`src/rtl/multicycle_control_if.sv`:
```
// Shared instruction/data memory port between the multi-cycle control FSM and memory.
// The controller drives the request strobes and the memory answers with mem_ready.
interface multicycle_control_if;
    logic mem_req;
    logic mem_read;
    logic mem_write;
    logic i_or_d;
    logic mem_ready;

    modport master (
        output mem_req,
        output mem_read,
        output mem_write,
        output i_or_d,
        input  mem_ready
    );

    modport slave (
        input  mem_req,
        input  mem_read,
        input  mem_write,
        input  i_or_d,
        output mem_ready
    );
endinterface

```
`src/rtl/multicycle_control.sv`:
```
// Multi-cycle RV32I control FSM: FETCH/DECODE/EXEC/MEM/WB over one shared memory port.
// Optional MULTICYCLE_PERF_EN adds free-running cycle and retired-instruction counters.
module multicycle_control #(
    parameter int TIMEOUT_CYCLES = 16
) (
    input  logic                 clk,
    input  logic                 reset_n,
    input  logic [6:0]           opcode,
    multicycle_control_if.master mem,
    output logic                 ir_write,
    output logic                 pc_write,
    output logic                 pc_write_cond,
    output logic [1:0]           pc_source,
    output logic [1:0]           alu_src_a,
    output logic [1:0]           alu_src_b,
    output logic [1:0]           alu_mode,
    output logic [1:0]           mem_to_reg,
    output logic                 reg_write,
    output logic [2:0]           state,
    output logic                 illegal_inst,
    output logic                 mem_timeout,
    output logic                 halted
`ifdef MULTICYCLE_PERF_EN
    ,
    output logic [31:0]          cycle_count,
    output logic [31:0]          instret_count
`endif
);

    // A zero timeout still needs a 1-bit counter to keep the logic well formed.
    localparam int CNT_W = (TIMEOUT_CYCLES > 0) ? $clog2(TIMEOUT_CYCLES + 1) : 1;
    localparam logic [CNT_W-1:0] TMO_VAL = CNT_W'(TIMEOUT_CYCLES);
    localparam bit TMO_EN = (TIMEOUT_CYCLES != 0);

    localparam logic [6:0] OP_R     = 7'b0110011;
    localparam logic [6:0] OP_I     = 7'b0010011;
    localparam logic [6:0] OP_LW    = 7'b0000011;
    localparam logic [6:0] OP_SW    = 7'b0100011;
    localparam logic [6:0] OP_BR    = 7'b1100011;
    localparam logic [6:0] OP_JAL   = 7'b1101111;
    localparam logic [6:0] OP_JALR  = 7'b1100111;
    localparam logic [6:0] OP_LUI   = 7'b0110111;
    localparam logic [6:0] OP_AUIPC = 7'b0010111;
    localparam logic [6:0] OP_SYS   = 7'b1110011;

    typedef enum logic [2:0] {
        S_FETCH  = 3'd0,
        S_DECODE = 3'd1,
        S_EXEC   = 3'd2,
        S_MEM    = 3'd3,
        S_WB     = 3'd4,
        S_HALT   = 3'd5,
        S_ERR    = 3'd6
    } state_t;

    typedef enum logic [3:0] {
        C_R, C_I, C_LW, C_SW, C_BR, C_JAL, C_JALR, C_LUI, C_AUIPC, C_SYS, C_BAD
    } cls_t;

    state_t           st, st_nxt;
    cls_t             dec_cls, cls;
    logic [CNT_W-1:0] wcnt;
    logic             in_mem_wait;
    logic             tmo_hit;
    logic             req_c, rd_c, wr_c, iod_c;

    always_comb begin
        case (opcode)
            OP_R:     dec_cls = C_R;
            OP_I:     dec_cls = C_I;
            OP_LW:    dec_cls = C_LW;
            OP_SW:    dec_cls = C_SW;
            OP_BR:    dec_cls = C_BR;
            OP_JAL:   dec_cls = C_JAL;
            OP_JALR:  dec_cls = C_JALR;
            OP_LUI:   dec_cls = C_LUI;
            OP_AUIPC: dec_cls = C_AUIPC;
            OP_SYS:   dec_cls = C_SYS;
            default:  dec_cls = C_BAD;
        endcase
    end

    assign in_mem_wait = (st == S_FETCH) || (st == S_MEM);
    // mem_ready in the same cycle as the limit wins over the timeout.
    assign tmo_hit     = TMO_EN && in_mem_wait && !mem.mem_ready && (wcnt == TMO_VAL);

    always_ff @(posedge clk or negedge reset_n) begin
        if (!reset_n) begin
            st <= S_FETCH;
        end else begin
            st <= st_nxt;
        end
    end

    always_comb begin
        st_nxt        = st;
        req_c         = 1'b0;
        rd_c          = 1'b0;
        wr_c          = 1'b0;
        iod_c         = 1'b0;
        ir_write      = 1'b0;
        pc_write      = 1'b0;
        pc_write_cond = 1'b0;
        pc_source     = 2'b00;
        alu_src_a     = 2'b00;
        alu_src_b     = 2'b00;
        alu_mode      = 2'b00;
        mem_to_reg    = 2'b00;
        reg_write     = 1'b0;
        case (st)
            S_FETCH: begin
                req_c     = 1'b1;
                rd_c      = 1'b1;
                alu_src_b = 2'b01;
                if (mem.mem_ready) begin
                    ir_write = 1'b1;
                    pc_write = 1'b1;
                    st_nxt   = S_DECODE;
                end else if (tmo_hit) begin
                    st_nxt = S_ERR;
                end
            end
            S_DECODE: begin
                // Precompute PC+imm so ALUOut holds the branch/JAL target in EXEC.
                alu_src_b = 2'b10;
                case (dec_cls)
                    C_SYS:   st_nxt = S_HALT;
                    C_BAD:   st_nxt = S_ERR;
                    default: st_nxt = S_EXEC;
                endcase
            end
            S_EXEC: begin
                st_nxt = S_WB;
                case (cls)
                    C_R: begin
                        alu_src_a = 2'b01;
                        alu_mode  = 2'b01;
                    end
                    C_I: begin
                        alu_src_a = 2'b01;
                        alu_src_b = 2'b10;
                        alu_mode  = 2'b01;
                    end
                    C_LW, C_SW: begin
                        alu_src_a = 2'b01;
                        alu_src_b = 2'b10;
                        st_nxt    = S_MEM;
                    end
                    C_BR: begin
                        alu_src_a     = 2'b01;
                        alu_mode      = 2'b10;
                        pc_write_cond = 1'b1;
                        pc_source     = 2'b01;
                        st_nxt        = S_FETCH;
                    end
                    C_JAL: begin
                        pc_write  = 1'b1;
                        pc_source = 2'b01;
                    end
                    C_JALR: begin
                        alu_src_a = 2'b01;
                        alu_src_b = 2'b10;
                        pc_write  = 1'b1;
                        pc_source = 2'b10;
                    end
                    C_LUI: begin
                        alu_src_a = 2'b10;
                        alu_src_b = 2'b10;
                    end
                    C_AUIPC: begin
                        alu_src_b = 2'b10;
                    end
                    default: st_nxt = S_ERR;
                endcase
            end
            S_MEM: begin
                req_c = 1'b1;
                iod_c = 1'b1;
                rd_c  = (cls == C_LW);
                wr_c  = (cls == C_SW);
                if (mem.mem_ready) begin
                    st_nxt = (cls == C_LW) ? S_WB : S_FETCH;
                end else if (tmo_hit) begin
                    st_nxt = S_ERR;
                end
            end
            S_WB: begin
                reg_write = 1'b1;
                case (cls)
                    C_LW:         mem_to_reg = 2'b01;
                    C_JAL, C_JALR: mem_to_reg = 2'b10;
                    default:      mem_to_reg = 2'b00;
                endcase
                st_nxt = S_FETCH;
            end
            default: ;
        endcase
    end

    // Memory strobes are gated by reset so an in-flight access dies immediately.
    assign mem.mem_req   = req_c & reset_n;
    assign mem.mem_read  = rd_c  & reset_n;
    assign mem.mem_write = wr_c  & reset_n;
    assign mem.i_or_d    = iod_c;

    always_ff @(posedge clk or negedge reset_n) begin
        if (!reset_n) begin
            cls <= C_R;
        end else if (st == S_DECODE) begin
            cls <= dec_cls;
        end
    end

    always_ff @(posedge clk or negedge reset_n) begin
        if (!reset_n) begin
            wcnt <= '0;
        end else if (st_nxt != st) begin
            wcnt <= '0;
        end else if (in_mem_wait && !mem.mem_ready && (wcnt != '1)) begin
            wcnt <= wcnt + CNT_W'(1);
        end
    end

    always_ff @(posedge clk or negedge reset_n) begin
        if (!reset_n) begin
            illegal_inst <= 1'b0;
            mem_timeout  <= 1'b0;
        end else begin
            if ((st == S_DECODE) && (dec_cls == C_BAD)) illegal_inst <= 1'b1;
            if (tmo_hit) mem_timeout <= 1'b1;
        end
    end

    assign halted = (st == S_HALT) || (st == S_ERR);
    assign state  = st;

`ifdef MULTICYCLE_PERF_EN
    always_ff @(posedge clk or negedge reset_n) begin
        if (!reset_n) begin
            cycle_count   <= '0;
            instret_count <= '0;
        end else begin
            if (!halted) cycle_count <= cycle_count + 32'd1;
            if ((st_nxt == S_FETCH) && ((st == S_EXEC) || (st == S_MEM) || (st == S_WB)))
                instret_count <= instret_count + 32'd1;
        end
    end
`endif

endmodule

```
`src/flat_wrapper.sv`:
```
// flat-port wrapper written by rule: the top's interface ports become plain ports
module multicycle_control_flat 
#(
    parameter int TIMEOUT_CYCLES = 16
)
  (clk, reset_n, opcode, ir_write, pc_write, pc_write_cond, pc_source, alu_src_a, alu_src_b, alu_mode, mem_to_reg, reg_write, state, illegal_inst, mem_timeout, halted, mem_mem_req, mem_mem_read, mem_mem_write, mem_i_or_d, mem_mem_ready);
  multicycle_control_if mem_i ();
  input  logic clk;
  input  logic reset_n;
  input  logic [6:0] opcode;
  output logic ir_write;
  output logic pc_write;
  output logic pc_write_cond;
  output logic [1:0] pc_source;
  output logic [1:0] alu_src_a;
  output logic [1:0] alu_src_b;
  output logic [1:0] alu_mode;
  output logic [1:0] mem_to_reg;
  output logic reg_write;
  output logic [2:0] state;
  output logic illegal_inst;
  output logic mem_timeout;
  output logic halted;
  output wire logic [$bits(mem_i.mem_req)-1:0] mem_mem_req;
  output wire logic [$bits(mem_i.mem_read)-1:0] mem_mem_read;
  output wire logic [$bits(mem_i.mem_write)-1:0] mem_mem_write;
  output wire logic [$bits(mem_i.i_or_d)-1:0] mem_i_or_d;
  input wire logic [$bits(mem_i.mem_ready)-1:0] mem_mem_ready;
  assign mem_mem_req = mem_i.mem_req;
  assign mem_mem_read = mem_i.mem_read;
  assign mem_mem_write = mem_i.mem_write;
  assign mem_i_or_d = mem_i.i_or_d;
  assign mem_i.mem_ready = mem_mem_ready;
  multicycle_control #(.TIMEOUT_CYCLES(TIMEOUT_CYCLES)) u_core (.clk(clk), .reset_n(reset_n), .opcode(opcode), .mem(mem_i), .ir_write(ir_write), .pc_write(pc_write), .pc_write_cond(pc_write_cond), .pc_source(pc_source), .alu_src_a(alu_src_a), .alu_src_b(alu_src_b), .alu_mode(alu_mode), .mem_to_reg(mem_to_reg), .reg_write(reg_write), .state(state), .illegal_inst(illegal_inst), .mem_timeout(mem_timeout), .halted(halted));
endmodule
```
`config.mk`:
```
export PLATFORM = sky130hd
export DESIGN_NAME = multicycle_control_flat
export DESIGN_NICKNAME = d
export VERILOG_FILES = /design/src/rtl/multicycle_control_if.sv /design/src/rtl/multicycle_control.sv /design/src/flat_wrapper.sv
export SDC_FILE = /design/constraint.sdc
export NUM_CORES = 1
export LEC_CHECK = 0
export CAP_MARGIN = 20
export CORE_MARGIN = 2
export CORE_UTILIZATION = 50
export CTS_CLUSTER_DIAMETER = 150
export DETAILED_ROUTE_END_ITERATION = 12
export HOLD_SLACK_MARGIN = 0.12
export PLACE_DENSITY = 0.78
export SLEW_MARGIN = 20
export SYNTH_ARGS = -nofsm -noshare
export SYNTH_HDL_FRONTEND = slang
export SYNTH_SLANG_ARGS = --single-unit
```
`constraint.sdc`:
```
create_clock -name clk -period 2.3 [get_ports clk]
set_input_delay 0.46 -clock clk [delete_from_list [all_inputs] [get_ports clk]]
set_output_delay 0.46 -clock clk [all_outputs]
set_load 0.05 [all_outputs]
```
Word-level counts from Yosys, hierarchy flattened. Cells that the tools add are included.

Add/subtract/negate cells: 1. Eq/ne operators: 29. Mux-type cells: 31. Bitwise logic cells: 3. Reductions and logical operators: 18.

Operators by type and width (number): one-hot mux 4 bit (10 select lines) (1); equality test 7 bit, second input constant (4); equality test 7 x 6 -> 1 bit, second input constant (3); OR reduction 6 bit (3); equality test 4 x 3 -> 1 bit, second input constant (4); one-hot mux 2 bit (2 select lines) (4); one-hot mux 3 bit (5 select lines) (1); equality test 7 x 5 -> 1 bit, second input constant (2); equality test 4 bit, second input constant (3); two-way mux 3 bit (4); two-way mux 2 bit (5); two-way mux 5 bit (2); OR reduction 2 bit (5); equality test 3 bit, second input constant (3); two-way mux 1 bit (9); one-hot mux 3 bit (3 select lines) (1); equality test 4 x 2 -> 1 bit, second input constant (2); equality test 7 x 2 -> 1 bit, second input constant (1); equality test 3 x 2 -> 1 bit, second input constant (2); one-hot mux 2 bit (3 select lines) (1); one-hot mux 3 bit (2 select lines) (1); adder 5 x 1 -> 5 bit, second input constant (1); equality test 5 bit, second input constant (1); inequality test 5 bit, second input constant (1); other kinds (11) (18).

Bits in registers: 14. Output and inout bits: 24.

Longest topological paths before layout.
Depth after elaboration: 9. Mapped depth: 7.

Worst setup path after synthesis. No wires, ideal clock.

Kind: flip-flop to output port. Start point: register u_core.st[0], in the netlist u_core.state[0]. End point: output port mem_mem_read. Arrival time: 3.360 ns. Slack: -1.520 ns. Cell stages (with the launch flop): 7. Path buffers: 1. Cells stage by stage: dfrtp_1 -> buf_4 -> inv_4 -> nor3_1 -> nor3b_1 -> a31oi_1 -> nor2b_1.

Longest elaborated chain between the ends: 3. Elaborated cells on any way between the ends: 4.

RTL lines: start, declared (line multicycle_control.sv:60) `state_t st, st_nxt;`; start signal, assigned (line multicycle_control.sv:91) `st <= st_nxt;`; equality test 3 x 2 -> 1 bit / logical NOT 3 bit (equally long branches) (line multicycle_control.sv:110) `case (st)`; one-hot mux 1 bit (2 select lines) * (line multicycle_control.sv:110); AND 1 bit * (line multicycle_control.sv:202) `assign mem.mem_read = rd_c & reset_n;`; end, declared (line flat_wrapper.sv:25) `output wire logic [$bits(mem_i.mem_read)-1:0] mem_mem_read;`.

Mark *: on every way between the ends. The rest lies on a longest branch, timed or not.

Worst setup path after layout.
Start point: register u_core.st[1], in the netlist u_core.state[1]. End point: output port mem_mem_read.

Same word-level chain as after synthesis.

==> metrics.log <==
[metrics] run status: finished clean
[metrics] buffers from clock root to sink, at most: 2
[metrics] post-layout minimum cycle time: about 2.3 ns
[metrics] kind of critical path: reg2out
[metrics] Top Ports: 34
[metrics] DR WL/cell: approximately 16 um
[metrics] clock network latency to the later pin of the worst-skew pair: 0.29 ns
[metrics] number of clock buffers inserted by TritonCTS: 3
[metrics] top post-synthesis cells by count: sky130_fd_sc_hd__nand2_1 (17), sky130_fd_sc_hd__dfrtp_1 (14), sky130_fd_sc_hd__inv_1 (11), sky130_fd_sc_hd__nor3_1 (11), sky130_fd_sc_hd__a21oi_1 (10)
[metrics] setup skew after layout: a little under 0.0008 ns
[metrics] worst supply voltage drop on vdd: 0.000353 V
[metrics] final antenna-violating net count: 0
[metrics] class of the worst hold path: reg2reg
[metrics] initial detailed-routing violation count: slightly above 60
[metrics] die area: between 3000 and 4000 sq um
[metrics] number of max-cap violations: 0
[metrics] Core Footprint: roughly 2700 sq um
[metrics] number of core rows: 19
[metrics] peak fanout along the critical path: 7
[metrics] WP data required: around 1.8 ns
[metrics] CTS clk-pin slew, worst paths: around 0.090 ns
[metrics] diodes inserted: 0
[metrics] pwr/cell area: 233 nW/um^2
[metrics] clk root buf: sky130_fd_sc_hd__clkbuf_4
[metrics] total number of nets in the final design: between 200 and 250
[metrics] cell with the most instances after synthesis: sky130_fd_sc_hd__nand2_1
[metrics] x dimension of the die: roughly 57 um
[metrics] RePlAce Congestion: between 0.8 and 0.9
[metrics] final HPWL from detailed placement: between 2 and 3 mm
[metrics] iteration count of the initial detailed-routing pass: 4
[metrics] first-pass GRT wire length: about 6.5 mm
[metrics] startpoint type of the worst setup path: flop
[metrics] average footprint of a synthesized cell: around 8.3 sq um
[metrics] effective utilization at floorplan: approximately 51%
[metrics] vias in the first global route: between 1000 and 1500
[metrics] biggest area contributors in the synthesized netlist: sky130_fd_sc_hd__dfrtp_1 (25%), sky130_fd_sc_hd__nand2_1 (4.6%), sky130_fd_sc_hd__nor3_1 (4.0%)
[metrics] number of vias per cell after detailed routing: a little over 6
[metrics] via count: 1515
[metrics] final-report setup violation count: 0
[metrics] number of different library cells in the post-synthesis netlist: 56
[metrics] most area-hungry cell type in the Yosys netlist: sky130_fd_sc_hd__dfrtp_1
[metrics] YS warnings: 0
[metrics] Fin. Hold Viols: 0
[metrics] register bit count reported by yosys: 14
[metrics] largest net degree at the start of global routing: 21
[metrics] clock tree from TritonCTS: built
[metrics] number of buffers inserted by hold repair at cts: 0
[metrics] global routing usage summed across all routing layers: roughly 26%
[metrics] count of H-tree levels built during CTS: 1
[metrics] total negative setup slack: 0 ns
[metrics] actual slew at the worst max-slew pin: around 0.52 ns
[metrics] CP peak stage delay: about 0.46 ns
[metrics] DRC violations left: 0
[metrics] post-synthesis async set-or-reset flop share: 100%
[metrics] antenna violations before repair: 0
[metrics] share of final-layout standard cells stronger than drive strength 1: between 30% and 40%
[metrics] CTS sink count: 14
[metrics] RSZ-0062 raised after global routing: true
[metrics] register area share after synthesis: around 25%
[metrics] kind of capture point of the worst setup path: output port
[metrics] Mapped Nets: 180
[metrics] commonest register cell after synthesis: sky130_fd_sc_hd__dfrtp_1
[metrics] post-synthesis cell area: between 1000 and 1500 sq um
[metrics] synthesized instance count: roughly 170
[metrics] leakage power summed over all cells: 0.885 nW
[metrics] fmax: 0.439 GHz
[metrics] crit path cell chain: clkinvlp_4 -> nor3_4 -> nor3b_4 -> a31oi_2 -> nor2b_4 -> buf_12
[metrics] area growth from synthesis to layout: 56.2%
[metrics] Slowest-stage cell, CP: sky130_fd_sc_hd__dfrtp_2
[metrics] number of fill cells: about 170
[metrics] period utilization: between 90% and 100%
[metrics] final wirelength: roughly 4.0 mm
[metrics] Slew headroom: between 60% and 70%
[metrics] height of the die: 56.8 um
[metrics] Arr. time, crit path: roughly 1.8 ns
[metrics] share of Yosys cell area claimed by the top area cell type: between 20% and 30%
[metrics] input/output buffers: 33
[metrics] post-layout total power: between 0.5 and 0.6 mW
[metrics] grt total ovfl: 0
[metrics] final-report max-slew violation count: 0
[metrics] number of enable-type register cells in the synthesized netlist: 0
[layout make-up]
type	count	area, sq um	area share, %
Sequential cell	14	360	16.6
Clock buffer	4	36.3	1.67
Multi-Input combinational cell	129	1020	47.1
Inverter	12	51.3	2.36
Tap cell	31	38.8	1.78
Timing Repair Buffer	54	663	30.5
[cell usage in the layout, fill, tap and decap left out, types with 3 or more instances in the layout]
master / netlist / routed
sky130_fd_sc_hd__xnor2_1: 3 / 3
sky130_fd_sc_hd__buf_4: 1 / 23
sky130_fd_sc_hd__dfrtp_1: 14 / 8
sky130_fd_sc_hd__inv_1: 11 / 10
sky130_fd_sc_hd__o21ai_0: 6 / 6
sky130_fd_sc_hd__nand2b_1: 4 / 4
sky130_fd_sc_hd__nor2_1: 8 / 6
sky130_fd_sc_hd__buf_12: 0 / 18
sky130_fd_sc_hd__nor4_1: 5 / 5
sky130_fd_sc_hd__mux2i_1: 4 / 4
sky130_fd_sc_hd__nor3_2: 0 / 4
sky130_fd_sc_hd__clkbuf_4: 0 / 3
sky130_fd_sc_hd__ha_1: 3 / 3
sky130_fd_sc_hd__nor3_4: 0 / 5
sky130_fd_sc_hd__a21oi_1: 10 / 8
sky130_fd_sc_hd__dfrtp_2: 0 / 5
sky130_fd_sc_hd__a31oi_1: 5 / 4
sky130_fd_sc_hd__clkdlybuf4s50_1: 0 / 13
sky130_fd_sc_hd__nand2_1: 17 / 17
[registers in the layout (all words and copies together), names as in the netlist]
signal and cells:
u_core.illegal_inst 1, u_core.state 3, u_core.wcnt 5, u_core.cls 4, u_core.mem_timeout 1
[logic make-up after synthesis]
logic type	after synthesis	share of synthesized area (%)
compound gates	48	24.9
xor+xnor	5	3.15
fa+ha+maj	3	2.70
buf+inv	24	11.5
flops	14	25.2
mux	4	2.88
simple gates	69	29.7
[final timing paths]
check,startpoint,endpoint,slack [ns],depth (start not counted)
setup / recovery,u_core.state[1],mem_mem_read,0.02,6
hold / removal,u_core.illegal_inst,u_core.illegal_inst,0.47,1
setup reg to reg,u_core.wcnt[0],u_core.wcnt[4],0.26,7
hold reg to reg,u_core.illegal_inst,u_core.illegal_inst,0.47,1
max in group asynchronous,reset_n,u_core.state[2],1.48,2
min in group asynchronous,reset_n,u_core.mem_timeout,0.63,2
[critical path, delay by kind of cell, from the launching register on]
| kind | cells | cell delay [ns] |
|---|---|---|
| buffers and inverters | 2 | 0.31 |
| AND/OR/NAND/NOR | 3 | 0.61 |
| AO/OA/AOI/OAI | 1 | 0.14 |
| flip-flops | 1 | 0.46 |
[metrics by stage]
step / utilization (%) / worst slack [ns] / cells / cell area [sq um] / hold WS [ns]
after detailed placement: 74.4 / -0.0552 / 230 / 2020 / 0.456
after global routing: 80.2 / -0.0709 / 244 / 2170 / 0.518
after global placement: 74.4 / 0.112 / 230 / 2020 / 0.443
after CTS: 77.1 / 0.00912 / 238 / 2090 / 0.483
after floorplan: - / -0.249 / 167 / 1510 / 0.164
final: 80.2 / 0.0239 / 244 / 2170 / 0.474
[power by group]
group	internal, mW	leakage [nW]	switching, mW
Sequential	0.247	0.152	0.000364
Combinational	0.0330	0.712	0.0371
Clock	0.0965	0.0210	0.0919
[timing repair]
action / 4_1_cts / 5_1_grt
buffers inserted: 4 / 6
endpoints found under the hold margin: 0 / 0
endpoints found under the setup margin: 3 / 11
pin swaps: 1 / 0
resized for setup: 1 / 11
[layer usage]
| layer | global-route usage (%) | part of all wire [%] | vias to the layer above |
|---|---|---|---|
| li1 | - | - | 715 |
| met1 | 33.7 | 40 | 704 |
| met2 | 43.4 | 50 | 74 |
| met3 | 2.53 | 5.5 | 22 |
| met4 | 10.3 | 4.2 | 0 |
| met5 | 0 | 0 | - |
(Power assumes the default switching activity.)
